<file path="config.mk">
export PLATFORM = sky130hd
export DESIGN_NAME = tsp_ctrl_input
export DESIGN_NICKNAME = d
export VERILOG_FILES = /design/src/rtl/tsp_ctrl_input.sv
export SDC_FILE = /design/constraint.sdc
export NUM_CORES = 1
export LEC_CHECK = 0
export CORE_MARGIN = 3
export CORE_UTILIZATION = 49
export DETAILED_ROUTE_END_ITERATION = 10
export PLACE_DENSITY = 0.78
export SKIP_LAST_GASP = 1
export SLEW_MARGIN = 10
export SYNTH_ARGS = -nofsm -noshare
export SYNTH_HDL_FRONTEND = slang
export SYNTH_SLANG_ARGS = --single-unit
</file>
<file path="constraint.sdc">
create_clock -name clk -period 1.3 [get_ports clk]
set_clock_uncertainty 0.05 [all_clocks]
set_input_delay 0.26 -clock clk [delete_from_list [all_inputs] [get_ports clk]]
set_output_delay 0.26 -clock clk [all_outputs]
set_load 0.1 [all_outputs]
</file>
<file path="src/rtl/tsp_ctrl_input.sv">
// Button front-end for the 8-LED pattern core: synchronizes and debounces the run/stop
// and mode buttons, turns presses into ss/mode levels, and prescales the step tick.
module tsp_ctrl_input #(
    parameter int DEBOUNCE_CYCLES = 20,
    parameter int TICK_DIV        = 8
) (
    input  logic       clk,
    input  logic       reset,
    input  logic       btn_ss,
    input  logic       btn_mode,
    output logic       ss,
    output logic [1:0] mode,
    output logic       tick
);

    localparam int DB_W = $clog2(DEBOUNCE_CYCLES);
    localparam int TK_W = $clog2(TICK_DIV);
    localparam logic [DB_W-1:0] DB_LAST = DB_W'(DEBOUNCE_CYCLES - 1);
    localparam logic [TK_W-1:0] TK_LAST = TK_W'(TICK_DIV - 1);

    // Bit 0 carries the run/stop button, bit 1 the mode button.
    logic [1:0]            w_raw;
    logic [1:0]            r_meta;
    logic [1:0]            r_sync;
    logic [1:0]            r_stable;
    logic [1:0]            r_stable_d;
    logic [1:0]            r_press;
    logic [1:0][DB_W-1:0]  r_db_cnt;

    logic                  r_ss;
    logic [1:0]            r_mode;
    logic                  r_tick;
    logic [TK_W-1:0]       r_pre_cnt;

    assign w_raw = {btn_mode, btn_ss};
    assign ss    = r_ss;
    assign mode  = r_mode;
    assign tick  = r_tick;

    // Any bounce back to the stable level restarts the count from zero.
    always_ff @(posedge clk or posedge reset) begin
        if (reset) begin
            r_meta     <= '0;
            r_sync     <= '0;
            r_stable   <= '0;
            r_stable_d <= '0;
            r_press    <= '0;
            r_db_cnt   <= '0;
        end else begin
            r_meta     <= w_raw;
            r_sync     <= r_meta;
            r_stable_d <= r_stable;
            r_press    <= r_stable & ~r_stable_d;
            for (int i = 0; i < 2; i++) begin
                if (r_sync[i] == r_stable[i]) begin
                    r_db_cnt[i] <= '0;
                end else if (r_db_cnt[i] == DB_LAST) begin
                    r_stable[i] <= r_sync[i];
                    r_db_cnt[i] <= '0;
                end else begin
                    r_db_cnt[i] <= r_db_cnt[i] + 1'b1;
                end
            end
        end
    end

    // A press on either button restarts the step period so the new state gets a full step.
    always_ff @(posedge clk or posedge reset) begin
        if (reset) begin
            r_ss      <= 1'b0;
            r_mode    <= 2'd0;
            r_tick    <= 1'b0;
            r_pre_cnt <= '0;
        end else begin
            if (r_press[0]) r_ss <= ~r_ss;
            if (r_press[1]) r_mode <= r_mode + 2'd1;

            if (!r_ss || r_press[0] || r_press[1]) begin
                r_pre_cnt <= '0;
                r_tick    <= 1'b0;
            end else if (r_pre_cnt == TK_LAST) begin
                r_pre_cnt <= '0;
                r_tick    <= 1'b1;
            end else begin
                r_pre_cnt <= r_pre_cnt + 1'b1;
                r_tick    <= 1'b0;
            end
        end
    end

endmodule

</file>
==> results of run 1 <==
flip-flops by register name, indices dropped and copies added (netlist names):
register,cells
r_db_cnt,10
r_pre_cnt,3
mode,2
r_meta,2
r_press,2
r_stable,2
r_stable_d,2
r_sync,2
ss,1
tick,1
cells by family (layout without fill, tap and decap cells):
kind of cell	count (synthesis)	after routing
flip-flops	27	27
AND/OR/NAND/NOR	27	27
XOR/XNOR	11	11
adder cells (fa/ha/maj)	4	4
AO/OA/AOI/OAI	2	2
multiplexers	2	2
buffers and inverters	2	17
final cells by class:
| class | instances | area (um^2) | share of cell area, % |
|---|---|---|---|
| flip-flops and latches | 27 | 678.2 | 54.91 |
| multi-input cells | 46 | 337.8 | 27.36 |
| repair buffers | 11 | 152.6 | 12.36 |
| well taps | 25 | 31.28 | 2.533 |
| clock buffers | 3 | 22.52 | 1.824 |
| inverters | 2 | 7.507 | 0.6079 |
| clock inverters | 1 | 5.005 | 0.4053 |
synth_stat cells:
master | count | area (um^2)
and3_1 | 2 | 12.51
o31ai_1 | 1 | 7.510
dfrtp_1 | 27 | 675.7
and2_1 | 2 | 12.51
nor3_1 | 2 | 10.01
xor2_1 | 7 | 61.31
nor2_1 | 9 | 33.78
nor3b_1 | 1 | 7.510
nand3_1 | 4 | 20.02
nand2_2 | 1 | 6.260
nand2_1 | 3 | 11.26
nor2b_1 | 2 | 12.51
mux2_2 | 2 | 22.52
ha_1 | 4 | 50.05
inv_1 | 2 | 7.510
o31ai_2 | 1 | 12.51
nor3_2 | 1 | 10.01
xnor2_1 | 4 | 35.03
tightest hold or removal path: stages:
cell,delay (ns)
clkdlybuf4s50_1,0.39
inv_1,0.09
buf_12,0.19
path summary, 6_finish.rpt:
path | startpoint | to | cells after the start | slack [ns]
hold / removal | reset | r_pre_cnt[2] | 3 | 0.21
min in group clk | btn_mode | r_meta[1] | 1 | 0.33
setup / recovery | r_db_cnt[0] | r_stable[0] | 4 | -0.01
hold reg to reg | r_meta[1] | r_sync[1] | 0 | 0.33
max in group asynchronous | reset | ss | 3 | 0.83
setup reg to reg | r_db_cnt[0] | r_stable[0] | 4 | -0.01
per-stage QoR:
step                      total power, mW  setup TNS (ns)  util [%]  instance area [um^2]
after floorplan                    0.9329               0         -                  1011
after global placement             0.9631               0     64.56                  1187
after detailed placement           0.9688               0     64.56                  1187
after CTS                           1.304               0     66.05                  1215
after global routing                1.351         -0.1023     67.14                  1235
final                               1.290        -0.01278     67.14                  1235
power groups by stage:
stage	clock network (mW)	logic, mW	registers, mW
2_1_floorplan	0	0.0417	0.891
3_3_place_gp	0	0.0707	0.892
3_5_place_dp	0	0.0746	0.894
4_1_cts	0.352	0.0745	0.878
5_1_grt	0.381	0.0874	0.883
6_report	0.336	0.0763	0.878
timing repair:
item / 4_1_cts / 5_1_grt
endpoints found under the setup margin: 0 / 11
setup buffers: 0 / 1
gates resized for setup: 0 / 3
per-layer routing:
layer / GRT usage [%] / wire [um] / share of wire, % / vias up
met5: 0 / 0 / 0 / -
met4: 3.930 / 14 / 1.1 / 0
met3: 3.499 / 46 / 3.5 / 2
met2: 18.22 / 597 / 46 / 7
met1: 15.77 / 638 / 49 / 267
li1: - / - / - / 278
==> results.txt, run 1 <==
- Of the total synthesized cell area, the portion taken by AND, OR, NAND and NOR gates is roughly 14%.
* Worst-path maximum fanout: 3
- Max_slew headroom: between 70% and 80%
* Buffers on Ports: 7
- Summing the sequential cell areas from Yosys gives about two thirds of the chip area.
- Crit path capture type: flop
* Via count of the routed design: between 500 and 600
- Dpl hpwl: 960.2 um
- Unrepaired setup endpoints after global routing: true
* Static Leakage: around 0.63 nW
* Leading cell types in the layout, fill and taps excluded: 25 x dfrtp_1, 9 x nor2_1, 7 x xor2_1
* Die Y: between 50 and 60 um
- Entering global routing, the biggest net connects 28 pins.
- Number of detailed-route iterations in the first pass: 3
- The filler cells instantiated in the layout total 158.
* DP Cell Count: 110
* Complex-gate fraction of the synthesized area: under 10%
- Number of clock sinks seen by CTS: 27
* Post-route DRC: 0
- Dividing total power by cell area gives a power density of 1045 nW/um^2.
- Overall Global Routing Usage: 11.77%
- Proportion of power drawn by flip-flops and latches: 68.1%
* Critical path start-end classification: flop to flop
* Count of state elements after synthesis: 27
- Count of synthesis-stage warnings from yosys: 0
- Final hold analysis gives a worst-case slack of a little over 0.2 ns.
- Counting I/O delays and the setup requirement, the final critical path takes between 1 and 1.5 ns.
- The number of hold buffers added after CTS was 0.
- Kind of launch point of the worst setup path: flop
* Clock latency on the worst-skew pair: a little over 0.3 ns
* Worst EP arrival: ~1.5 ns
* Routability-driven placement congestion ratio: between 0.7 and 0.8
* Number of antenna violations at the first check in global routing: 0
- Width of the die: ~51 um
- Largest family of logic cells by synthesized area: simple AND/OR/NAND/NOR gates
- Post-synthesis cell area: 1008 um^2
- Post-synthesis adder-cell area fraction: under 10%
- Slowest CP cell: dfrtp_1
- The number of global-route vias before repair is 535.
* Number of standard cells after synthesis: between 70 and 80
* Standard cell core area: about 1800 um^2
- The number of different library cells used by synthesis comes to 18.
* Number of buffers on the longest clock path: 2
- In this run the remaining antenna-violating nets after routing total 0.
* Commonest non-fill, non-tap cell in the layout: dfrtp_1
- Net switching is a little over a fifth of the power.
* Final Worst Setup Slack: -0.01278 ns
* Buffer type at the clock tree root: clkbuf_4
- Routed wire length: approximately 1300 um
* Clock buffers created by TritonCTS: 3
- For this configuration, the core starts out at a cell density of ~55%.
* Path type of the worst min-delay path: input port to async pin
- After floorplanning, the core was divided into 15 placement rows.
- Of the total power, combinational logic draws under 10%.
* Synth-to-Final Area Change: 22.46%
- Of the cells placed in the final design, the portion with a size suffix greater than 1 is 24.44%.
- The portion of synthesized area spent on multiplexers is about 2.2%.
- CTS built an H-tree with a depth of 1.
* Transition at the pin with the smallest max-transition slack: approximately 0.38 ns
* WP data required: around 1.5 ns
* Average cell area after synthesis: 13.45 um^2
- For this run, the slowest stage of the critical path takes about 0.40 ns.
- Final worst path period share: 101.0%
* Number of buffer and inverter instances along the worst setup path: 0
- Setup Viol. Count Final: 1
- For this design the top-level I/O count stands at 8.
- The die covers ~2600 um^2.
* Ordered cell list for the critical path: ha_1 -> nand2_1 -> nor3_2 -> mux2_2
- Number of hold violations in the final report: 0
* Layout Cells excl Fill: roughly 120
- Wire length of the first global-routing pass: about 2300 um
* Setup slack at placement: ~0.027 ns
- Ant. Diodes: 0
* Maximum vdd ir drop: about 0.87 mV
- Count of routing violations after the opening detailed-route iteration: 4
* Number of max-slew violations in the final report: 0
- The flow ran to the end, but the final reports show violations.
* Synth Area in XOR/XNOR: 9.553%
- Using the TritonRoute via totals, the vias-per-cell ratio works out to between 4 and 5.
- Detail-routed net length per standard cell: between 10 and 15 um
- The total overflow left after global routing is 0.
- CTS tree: built
- Clk network pwr share: approximately a quarter
- Clock Pin Slew Worst Setup and Hold Paths: 0.14 ns
- Max_cap viols: 0
- Internal power comes to just over 1 mW.
* Cell family with the largest share of critical-path delay: flip-flops
- In this run the power spent charging and discharging nets is around 0.28 mW.
- When the netlist entered floorplanning its net count stood at between 80 and 90.
* Final-stage net count: between 90 and 100
- Failing checks: negative setup slack
- For this run, the top clock speed supported by timing is between 700 and 800 MHz.
Power figures use the tool's default switching activity.
==> run 2: changes to the inputs <==
--- a/config.mk
+++ b/config.mk
@@ -6,9 +6,9 @@
 export NUM_CORES = 1
 export LEC_CHECK = 0
 export CORE_MARGIN = 3
-export CORE_UTILIZATION = 49
+export CORE_UTILIZATION = 54
 export DETAILED_ROUTE_END_ITERATION = 10
-export PLACE_DENSITY = 0.78
+export PLACE_DENSITY = 0.81
 export SKIP_LAST_GASP = 1
 export SLEW_MARGIN = 10
 export SYNTH_ARGS = -nofsm -noshare
==> constraint.sdc (replaced) <==
create_clock -name clk -period 1.35 [get_ports clk]
set_clock_uncertainty 0.05 [all_clocks]
set_input_delay 0.27 -clock clk [delete_from_list [all_inputs] [get_ports clk]]
set_output_delay 0.27 -clock clk [all_outputs]
set_load 0.1 [all_outputs]
==> run 2 against run 1 <==
  * The flow now finishes without violations
  * Final cell count fell by 2.6%
  * Largest power group unchanged
  * Critical path type unchanged
  * Routed wire length is 9.5% higher
  * Largest cell class unchanged
  * Global-route usage is 2.2 points higher
  * Combinational power fell by 5.1%
  * Register-to-register slack better by 0.03 ns
  * Sequential share of layout area grew 0.34 points
  * Die area is 8.2% lower
  * Non-clock buffer count shrank 2
  * Worst hold slack better by 0.026 ns
==> results.txt, run 2 (synthesis gave the netlist of run 1 again) <==
- Status: finished clean
- Path type of the worst min-delay path: input port to async pin
* Worst-path maximum fanout: 3
* Minimum clock period: roughly 1.3 ns
- For this block, the routed nets add up to roughly 1400 um of wire.
- Clock buffers created by TritonCTS: 3
* Buffer type at the clock tree root: clkbuf_4
- Die Y: a little under 50 um
* Utilization after layout: between 70% and 80%
- Once detail routing completed, the nets flagged for antenna violations numbered 0.
* Register name with the most flops: r_db_cnt
- The die covers around 2400 um^2.
* Routability-driven placement congestion ratio: 0.6823
- Detail-routed net length per standard cell: approximately 13 um
- Once layout is complete, the cells apart from fillers number between 100 and 150.
- Clock latency on the worst-skew pair: 0.32 ns
- Entering global routing, the biggest net connects 28 pins.
* Number of antenna violations at the first check in global routing: 0
* Count of routing violations after the opening detailed-route iteration: 5
- Number of buffers on the longest clock path: 2
- The worst register-to-register path ends at r_stable[0].
- Commonest non-fill, non-tap cell in the layout: dfrtp_1
* Kind of launch point of the worst setup path: flop
* Buffers on Ports: 7
* Accumulated negative setup slack: 0 ns
- Via count of the routed design: 571
* Transition at the pin with the smallest max-transition slack: approximately 0.35 ns
- Num ports: 8
- Number of detailed-route iterations in the first pass: 4
- The worst setup path is captured at a flop.
- Max_cap viols: 0
- The total area inside the core boundary comes to around 1600 um^2.
- Static Leakage: 0.6167 nW
* Startpoint of the worst register-to-register path: r_db_cnt[0]
- Number of hold violations in the final report: 0
- In the routed layout, each cell is associated on average with a via count of 5.098.
- In the layout the commonest cells are 25 x dfrtp_1, 9 x nor2_1, 7 x xor2_1.
- Tracing the worst setup path back leads to its startpoint at r_db_cnt[0].
- Wire length of the first global-routing pass: 2566 um
- Final Worst Setup Slack: around 0.017 ns
- CTS tree: built
- Following the worst setup path forward leads to its endpoint at r_stable[0].
- For this run, the post-layout net count is 97.
* FF-to-FF setup slack: around 0.017 ns
- Max_slew headroom: about 77%
- Vias in the first global route: approximately 600
- Initial Utilization: around 62%
- The worst-case IR drop observed on VDD is slightly above 0.7 mV.
* Setup slack at placement: -0.02669 ns
- Measured along the x axis, the die boundary spans about 49 um.
* Layout cells sized above 1: between 20 and 25%
* WP data required: between 1.5 and 2 ns
* Largest registers ranked by flip-flop count: r_db_cnt: 10 flops, r_pre_cnt: 3 flops
* Flip-flop count of the largest register after layout: 10
- Setup violations remaining at the end of the flow were counted as 0.
- Derived from the worst setup path, the maximum achievable clock frequency is between 700 and 800 MHz.
- In this run the power density over the cells is approximately 1000 nW/um^2.
- Level count of the clock H-tree: 1
- Setup repair after global routing could not meet its margin everywhere.
- Overall Global Routing Usage: around 14%
- At the worst endpoint, the arrival time is 1.51 ns.
- Number of max-slew violations in the final report: 0
- In this run, post-CTS hold repair placed 0 buffers.
- Counting cells, the worst reg-to-reg path comes to 4.
- Clock-pin slew was measured on the worst setup and hold paths at around 0.14 ns.
- In the routed design, unresolved DRC markers number 0.
- The repair_antennas step left the layout with diodes totalling 0.
* DP Cell Count: roughly 110
- Final worst path period share: between 90% and 100%
* Number of clock sinks seen by CTS: 27
- Critical path start-end classification: flop to flop
- In this run the core area contains 14 standard-cell rows.
- For this run the aggregate overflow at the end of global routing stands at 0.
* Synth-to-Final Area Change: 21.71%
run 2: cell count changes in the layout (fill, tap and decap cells not counted):
cell / before / now
buf_4: 3 / 1
o31ai_4: 0 / 1
o31ai_2: 2 / 1
run 2: layout make-up:
type                            instances  area, um^2
Clock buffer                            3       22.52
Multi-Input combinational cell         46       346.6
Inverter                                2       7.507
Clock inverter                          1       5.005
Sequential cell                        27       678.2
Fill cell                             103       401.6
Timing Repair Buffer                    9       137.6
Tap cell                               24       30.03
run 2: worst min path at each step:
stage	start	endpoint	slack (ns)	depth (start not counted)
after floorplan	btn_ss	r_meta[0]	0.25	0
after global placement	r_meta[1]	r_sync[1]	0.28	0
after detailed placement	r_meta[0]	r_sync[0]	0.29	0
after CTS	reset	r_pre_cnt[1]	0.25	3
after global routing	reset	r_pre_cnt[1]	0.25	3
final	reset	r_meta[0]	0.23	3
run 2: worst max-delay path: stages, from the launching register on:
cell and delay, ns:
dfrtp_1 0.40, ha_1 0.21, nand2_1 0.11, nor3_2 0.13, mux2_2 0.34
run 2: timing repair:
| item | in CTS | in global routing |
|---|---|---|
| resized for setup | 1 | 3 |
| setup endpoints to repair | 3 | 8 |
| pin swaps | 0 | 0 |
| setup buffers | 0 | 1 |
run 2: power by group:
part           switching, mW  internal, mW
Clock                  0.224         0.111
Sequential            0.0181         0.829
Combinational         0.0379        0.0345
run 2: routing by layer:
| metal | vias up | part of all wire (%) | global-route usage [%] |
|---|---|---|---|
| li1 | 272 | - | - |
| met1 | 287 | 45 | 17.51 |
| met2 | 12 | 51 | 24.11 |
| met3 | 0 | 3.7 | 2.752 |
| met4 | 0 | 0 | 4.265 |
| met5 | - | 0 | 0 |
run 2: metrics by stage:
step / hold slack, ns / power [mW] / instance area (um^2)
3_3_place_gp: 0.2835 / 0.9230 / 1171
3_5_place_dp: 0.2934 / 0.9282 / 1171
2_1_floorplan: 0.2514 / 0.8984 / 1011
5_1_grt: 0.2534 / 1.313 / 1227
6_report: 0.2324 / 1.255 / 1227
4_1_cts: 0.2466 / 1.259 / 1204
